`config.mk`:
```
export PLATFORM = sky130hd
export DESIGN_NAME = control_led
export DESIGN_NICKNAME = d
export VERILOG_FILES = /design/src/rtl/control_led.sv
export SDC_FILE = /design/constraint.sdc
export NUM_CORES = 1
export LEC_CHECK = 0
export CELL_PAD_IN_SITES_DETAIL_PLACEMENT = 2
export CELL_PAD_IN_SITES_GLOBAL_PLACEMENT = 2
export CORE_MARGIN = 2
export CORE_UTILIZATION = 35
export DETAILED_ROUTE_END_ITERATION = 10
export GPL_TIMING_DRIVEN = 0
export PLACE_DENSITY_LB_ADDON = 0.12
export SETUP_SLACK_MARGIN = 0.05
export SLEW_MARGIN = 20
export SYNTH_ARGS = -nofsm -noshare
export SYNTH_HDL_FRONTEND = slang
export SYNTH_SLANG_ARGS = --single-unit
```
`constraint.sdc`:
```
create_clock -name clk -period 5.79 [get_ports clk]
set_input_delay 0.8685 -clock clk [delete_from_list [all_inputs] [get_ports clk]]
set_output_delay 0.8685 -clock clk [all_outputs]
set_load 0.005 [all_outputs]
```
`src/rtl/control_led.sv`:
```
// control_led: proximity LED driver; steady for near, blinking for mid, off for far or stale echo widths
module control_led #(
    parameter int unsigned NEAR_TH    = 3000,
    parameter int unsigned FAR_TH     = 12000,
    parameter int unsigned BLINK_HALF = 25_000_000,
    parameter int unsigned TIMEOUT    = 50_000_000
) (
    input  logic        clk,
    input  logic        rst,
    input  logic [31:0] echo_duration,
    output logic        aux,
    output logic [1:0]  zone
);
    localparam logic [1:0] NONE = 2'd0;
    localparam logic [1:0] NEAR = 2'd1;
    localparam logic [1:0] MID  = 2'd2;
    localparam logic [1:0] FAR  = 2'd3;
    localparam logic [31:0] near_th = NEAR_TH;
    localparam logic [31:0] far_th  = FAR_TH;
    localparam logic [31:0] blink_last = BLINK_HALF - 1;
    localparam logic [31:0] stale_last = TIMEOUT - 1;
    logic [31:0] meas, stale_cnt, blink_cnt;
    logic        valid;
    logic [1:0]  cls;
    always_comb cls = !valid ? NONE : meas < near_th ? NEAR : meas < far_th ? MID : FAR;
    always_ff @(posedge clk) begin
        if (rst) begin
            meas      <= '0;
            valid     <= 1'b0;
            stale_cnt <= '0;
            blink_cnt <= '0;
            zone      <= NONE;
            aux       <= 1'b0;
        end else begin
            if (echo_duration != '0) begin
                meas      <= echo_duration;
                valid     <= 1'b1;
                stale_cnt <= '0;
            end else if (valid) begin
                if (stale_cnt == stale_last) valid <= 1'b0;
                else stale_cnt <= stale_cnt + 1'b1;
            end
            zone      <= cls;
            blink_cnt <= (cls == MID && zone == MID && blink_cnt != blink_last) ? blink_cnt + 1'b1 : '0;
            aux       <= cls == NEAR || (cls == MID && (zone != MID || (blink_cnt == blink_last ? ~aux : aux)));
        end
    end
endmodule

```
Word-level counts from Yosys, hierarchy flattened --
Cells that the tools add are included.
Storage, ports and cells: bits of input ports 34, flip-flop bits (word level) 100, output and inout bits 3
Operators by class: multiplexer cells 7, equal/unequal tests 7, reduce and logical (&&, ||, !) cells 9, bitwise gates (word level) 3, add/subtract/negate cells 2, order comparisons 2
Operator list (count):
- $add 32x1->32 const B | 2
- $eq 32x25->1 const B | 1
- $eq 32x26->1 const B | 1
- $lt 32x12->1 const B | 1
- $lt 32x14->1 const B | 1
- $ne 32x25->1 const B | 1
- $reduce_bool 32->1 | 1
- $mux 1 | 5
- $eq 2x2->1 const B | 2
- $mux 2 | 2
- $reduce_or 2->1 | 2
- $logic_and 1x1->1 | 3
- $not 1->1 | 3
- $eq 2x1->1 const B | 1
- $logic_or 1x1->1 | 2
- $ne 2x2->1 const B | 1
- $reduce_and 2->1 | 1

Depth between registers and ports, before layout --
Gate-level depths: netlist of run 1.
word-level depth 9, gate-level depth with buffers 8, mapped depth without buffers 7

Least setup slack after synthesis of run 1 --
Ideal clock, no wire load.
path kind input to register, from input echo_duration[3], to register stale_cnt[1], stages 6, path slack 3703 ps, arrival 2016 ps, path buffers 2, required time 5720 ps, cells stage by stage nor4_1 nand4_1 or3_1 clkbuf_1 clkbuf_1 a21oi_1
Between the ends: cells in the longest elaborated chain, start to end 2
RTL lines:
- start: declaration | line 10 | input logic [31:0] echo_duration,
- $reduce_bool 32->1 | line 35 | if (echo_duration != '0) begin
- $reduce_or 2->1 (no line)
- end signal: assignment | line 41 | else stale_cnt <= stale_cnt + 1'b1;
- end: declaration | line 22 | logic [31:0] meas, stale_cnt, blink_cnt;
Every way passes these cells. A chain may end at the register's enable or synchronous reset.

Final worst setup path of run 1 --
from input echo_duration[11], to register stale_cnt[31]
Same word-level chain as after synthesis.

==> results_dict.tcl, run 1 <==
set metrics [dict create \
    status "finished clean" \
    drt-total-wl_mm 11.4 \
    die-area_um2 12600 \
    rr_startpoint "meas[14]" \
    dieHeight_um 112 \
    fmax_ghz 0.373 \
    pre_cts_slack_ns 2.75 \
    drcViolationCount 0 \
    hp-class "reg2reg" \
    first_iter_violations 147 \
    insertedDiodeCount 0 \
    maxSlewViolCount 0 \
    dp_hpwl_mm 8.31 \
    avgRoutedWirePerCell_um 16.6 \
    drive_gt1_share_pct 4.44 \
    holdWs_ns 0.491 \
    start_util_pct 35.9 \
    leakage_nw 1.63 \
    end_kind "flop" \
    ys_seq_elements 97 \
    numCtsBuffers 9 \
    netlist_instances 488 \
    layout_setup_ws_ns 3.11 \
    yosysSeqAreaShare_pct 47.2 \
    core_area_um2 11500 \
    rsz0062_at_grt "no" \
    nets 571 \
    grt_overflow 0 \
    final_hold_viol_count 0 \
    critPathKind "in2reg" \
    cp_slowest_cell "clkdlybuf4s50_1" \
    fin_setup_tns_ns 0 \
    grt_pass1_wl_mm 19.3 \
    hold_buffers 0 \
    first_pass_iters 4 \
    areaGrowthSynthToFinish_pct 22.2 \
    cts_tree "done" \
    syn_avg_cell_area_um2 8.43 \
    synth_top_family_by_area "simple AND/OR/NAND/NOR gates" \
    drv_cap 0 \
    fill_cells 1294 \
    setup_viol 0 \
    cts_sinks 97 \
    ant_nets 0 \
    synth_simple_gate_area_share_pct 31.8 \
    vdd_drop_max_v 0.000204 \
    avgViaCountPerCell 5.34 \
    slew_headroom_pct 42.1 \
    power.total_mw 1.48 \
    worstPathRequired_ns 6.07 \
    synth-xor-area-share_pct 11.3 \
    clock_latency_ns 0.36 \
    dr_total_vias 3646 \
    finalClockSkew_ns 0.00886 \
    cp-startpoint "echo_duration[11]" \
    cts_setup_buffers 0 \
    worstHoldStart "stale_cnt[1]" \
    start_kind "input pin" \
    min_period_ns 2.68 \
    synth_nets 524 \
    fp.dieW_um 112 \
    utilization_pct 43.8 \
    crit_fanout 10 \
    cts_buffer_depth 2 \
    clk_pin_slew_worst_paths_ns 0.07 \
    cts_resized 0 \
    synth_adder_area_share_pct 0.608 \
    syn-cell-area_um2 4120 \
    cts-root-buf "clkbuf_16" \
    grt_pass1_vias 3975 \
    synth-compound-area-share_pct 7.08 \
    yosys-mux-area-fraction_pct 0 \
    multi_input_area_um2 2090 \
    crit_top_cell "clkbuf_1" \
    io_pins 37 \
    regArea_um2 1940 \
    io_buffers 36 \
    worst_pin_slew_ns 0.862 \
    place_congestion 0.738 \
    htree_levels 3 \
    synthDistinctLibCells 31 \
    grt_max_degree 17 \
    power_density_nw_per_um2 294 \
    grt_antenna_before_repair 0 \
    rows 39 \
    path_cells "clkdlybuf4s50_1, nor4_1, nand4_1, or3_1, clkbuf_1, clkbuf_1, a21oi_1" \
    critPathArrivalTime_ns 2.96 \
    cpPeakStageDelay_ns 0.43 \
    grtUsageTotal_pct 19.0 \
    synth_warnings 0 \
    final.period_utilization_pct 46.3 \
]
[critical path, delay by kind of cell]
kind,cells,cell delay (ns)
buffers and inverters,3,0.91
AND/OR/NAND/NOR,3,0.97
AO/OA/AOI/OAI,1,0.22
[cells in the mapped netlist]
library cell / number / share of area (%)
nor4bb_1: 2 / 0.49
nor3_1: 9 / 1.1
buf_2: 2 / 0.24
a21oi_1: 40 / 4.9
ha_1: 2 / 0.61
o21ai_0: 12 / 1.5
nand4_2: 1 / 0.30
and2_1: 4 / 0.61
a41o_1: 1 / 0.24
nor4_4: 1 / 0.52
a211oi_1: 2 / 0.36
nand2_2: 1 / 0.15
nand2b_1: 2 / 0.30
and4_2: 1 / 0.24
clkbuf_1: 15 / 1.4
or3_1: 10 / 1.5
nand4_1: 26 / 4.0
or4_1: 3 / 0.55
nand2_1: 28 / 2.6
xor2_1: 33 / 7.0
and4_1: 5 / 1.1
xnor2_1: 20 / 4.3
nand3_1: 25 / 3.0
nor2_1: 101 / 9.2
a31oi_1: 1 / 0.15
and3_1: 11 / 1.7
or2_2: 1 / 0.15
inv_1: 5 / 0.46
nor4_1: 23 / 3.5
nor4b_1: 4 / 0.85
dfxtp_1: 97 / 47
[registers in the layout (all words and copies together), names as in the netlist]
| register | count |
|---|---|
| blink_cnt | 32 |
| stale_cnt | 32 |
| meas | 29 |
| zone | 2 |
| aux | 1 |
| valid | 1 |
[per-stage QoR]
step | cell area (um2) | instances
finish | 5030 | 683
global route | 5030 | 683
CTS | 5030 | 683
detailed placement | 4660 | 667
global placement | 4650 | 667
floorplan | 4120 | 488
[where the power goes]
group	switching, mW	leakage [nW]	internal [mW]
clock network	0.270	0.176	0.467
logic	0.0224	0.664	0.0304
registers	0.00899	0.790	0.679
total	0.302	1.63	1.18
[final timing paths]
check                           slack, ns  depth (start not counted)       endpoint
worst max-delay path                 3.11                          7  stale_cnt[31]
worst min-delay path                 0.49                          2   stale_cnt[1]
worst min register to register       0.49                          2   stale_cnt[1]
worst max register to register       3.24                          7  blink_cnt[25]
[cells by family after synthesis]
| group | after synthesis |
|---|---|
| fa+ha+maj | 2 |
| xor+xnor | 53 |
| buf+inv | 22 |
| flops | 97 |
| simple gates | 258 |
| compound gates | 56 |
[layout make-up]
class / count / share of cell area (%)
Timing Repair Buffer: 36 / 7.17
Buffer: 17 / 1.32
Multi-Input combinational cell: 369 / 41.7
Sequential cell: 97 / 38.6
Inverter: 5 / 0.373
Clock inverter: 7 / 2.81
Tap cell: 143 / 3.56
Clock buffer: 9 / 4.48
[metal layers]
metal	share of wire, %	vias up	global-route usage [%]
li1	-	1803	-
met1	45	1799	22.3
met2	51	35	34.5
met3	3.0	9	5.02
met4	1.1	0	4.96
met5	0	-	0
[cell usage in the layout (no fill, tap or decap), drive strengths merged, types with 11 or more instances in the layout]
cell type        n
xnor2           20
nor4            24
and3            11
clkdlybuf4s50   36
dfxtp           97
clkbuf          24
nand3           25
o21ai           12
nand4           27
xor2            33
a21oi           40
nor2           101
nand2           29
(Power assumes the default switching activity.)
==> run 2, diff against run 1 <==
==> constraint.sdc (replaced) <==
create_clock -name clk -period 2.7 [get_ports clk]
set_input_delay 0.405 -clock clk [delete_from_list [all_inputs] [get_ports clk]]
set_output_delay 0.405 -clock clk [all_outputs]
set_load 0.005 [all_outputs]
==> results_dict.tcl, run 2 (synthesis results as in run 1) <==
set metrics [dict create \
    critPathArrivalTime_ns 2.73 \
    drt-total-wl_mm 11.5 \
    avgRoutedWirePerCell_um 16.8 \
    power.total_mw 3.17 \
    end_kind "flop" \
    crit_fanout 10 \
    grt_antenna_before_repair 0 \
    start_kind "flop" \
    cts_buffer_depth 2 \
    cp_slowest_cell "or4_1" \
    grtUsageTotal_pct 19.0 \
    slew_headroom_pct 42.6 \
    route.met2.wl_mm 5.80 \
    drive_gt1_share_pct 5.00 \
    power_density_nw_per_um2 629 \
    drv_cap 0 \
    nets 571 \
    dp_hpwl_mm 8.31 \
    r2r_setup_slack_ns 0.26 \
    p_sw_share_pct 20.5 \
    p_switching_mw 0.650 \
    htree_levels 3 \
    top_layer_used "met4" \
    grt_pass1_wl_mm 19.3 \
    cts-root-buf "clkbuf_16" \
    final_cell_mix "101 x nor2_1, 97 x dfxtp_1, 40 x a21oi_1" \
    hold_buffers 0 \
    dieHeight_um 112 \
    fin_setup_tns_ns 0 \
    multi_input_area_um2 2110 \
    dpl_cell_area_um2 4660 \
    final.period_utilization_pct 90.5 \
    wl_met1_mm 5.24 \
    fin_area_um2 5040 \
    numCtsBuffers 9 \
    first_pass_iters 4 \
    io_buffers 36 \
    placed_cells 667 \
    insertedDiodeCount 0 \
    avgViaCountPerCell 5.34 \
    rows 39 \
    clk_pin_slew_worst_paths_ns 0.07 \
    drcViolationCount 0 \
    reg_top3 "blink_cnt: 32 flops, stale_cnt: 32 flops, meas: 29 flops" \
    pwr-share-clk_pct 49.9 \
    combPwrFrac_pct 3.6 \
    p_int_mw 2.52 \
    start_util_pct 35.9 \
    vdd_drop_max_v 0.000436 \
    regArea_um2 1940 \
    ant_nets 0 \
    cts_tree "done" \
    core_area_um2 11500 \
    cpPeakStageDelay_ns 0.51 \
    routed-wl-met3_um 309 \
    grt_max_degree 17 \
    clock_latency_ns 0.36 \
    final_common_cell "nor2_1" \
    fp.dieW_um 112 \
    status "finished clean" \
    hp-class "reg2reg" \
    dr_total_vias 3647 \
    setup_viol 0 \
    fmax_ghz 0.409 \
    fill_cells 1291 \
    rsz0062_at_grt "no" \
    grt_overflow 0 \
    io_pins 37 \
    areaGrowthSynthToFinish_pct 22.5 \
    leakage_nw 1.63 \
    critPathKind "reg2reg" \
    power_frac_seq_pct 46.5 \
    place_congestion 0.738 \
    fin_cells 683 \
    worstPathRequired_ns 2.99 \
    cts_sinks 97 \
    finalClockSkew_ns 0.00913 \
    maxSlewViolCount 0 \
    worst_pin_slew_ns 0.854 \
    path_cells "or4_1, nor3_1, nand4_1, nor4_2, nand2_1, clkbuf_1, nor2_1" \
    first_iter_violations 116 \
    die-area_um2 12600 \
    min_period_ns 2.44 \
    grt_pass1_vias 3975 \
    final_hold_viol_count 0 \
]
[run 2: worst max-delay path: cells and delay by family, from the launching register on]
family                 cells  cell delay [ns]
AND/OR/NAND/NOR            6             1.78
flip-flops                 1             0.34
buffers and inverters      1             0.27
[run 2: timing repair]
| action | CTS | global route |
|---|---|---|
| resized for setup | 0 | 4 |
| setup buffers | 0 | 0 |
| endpoints found under the setup margin | 0 | 30 |
[run 2: power by group through the flow]
stage | clock [mW] | combinational, mW | sequential (mW)
floorplan | 0 | 0.0413 | 1.50
global placement | 0 | 0.110 | 1.51
detailed placement | 0 | 0.115 | 1.51
CTS | 1.63 | 0.116 | 1.47
global route | 1.68 | 0.126 | 1.48
finish | 1.58 | 0.114 | 1.48
[run 2: area by class of cell]
cell class	count	share of cell area (%)
clock buffers	9	4.47
repair buffers	36	7.15
well taps	143	3.55
multi-input cells	369	41.8
inverters	5	0.372
plain buffers	17	1.34
clock inverters	7	2.80
flip-flops and latches	97	38.5
[run 2: layer usage]
layer	vias up	track usage [%]
met1	1799	22.3
met2	33	34.5
li1	1806	-
met5	-	0
met3	9	5.02
met4	0	4.96
[run 2: through the flow]
step	utilization, %	setup slack (ns)	hold WS [ns]
global placement	40.6	0.0337	0.461
detailed placement	40.6	0.124	0.476
global route	44.0	0.0271	0.546
CTS	43.8	0.0960	0.495
floorplan	-	0.646	0.438
finish	44.0	0.257	0.491
[run 2: worst paths after layout]
kind / from / end / cells after the start
max: meas[14] / blink_cnt[20] / 7
min: stale_cnt[1] / stale_cnt[1] / 2
max reg2reg: meas[14] / blink_cnt[20] / 7
min reg2reg: stale_cnt[1] / stale_cnt[1] / 2
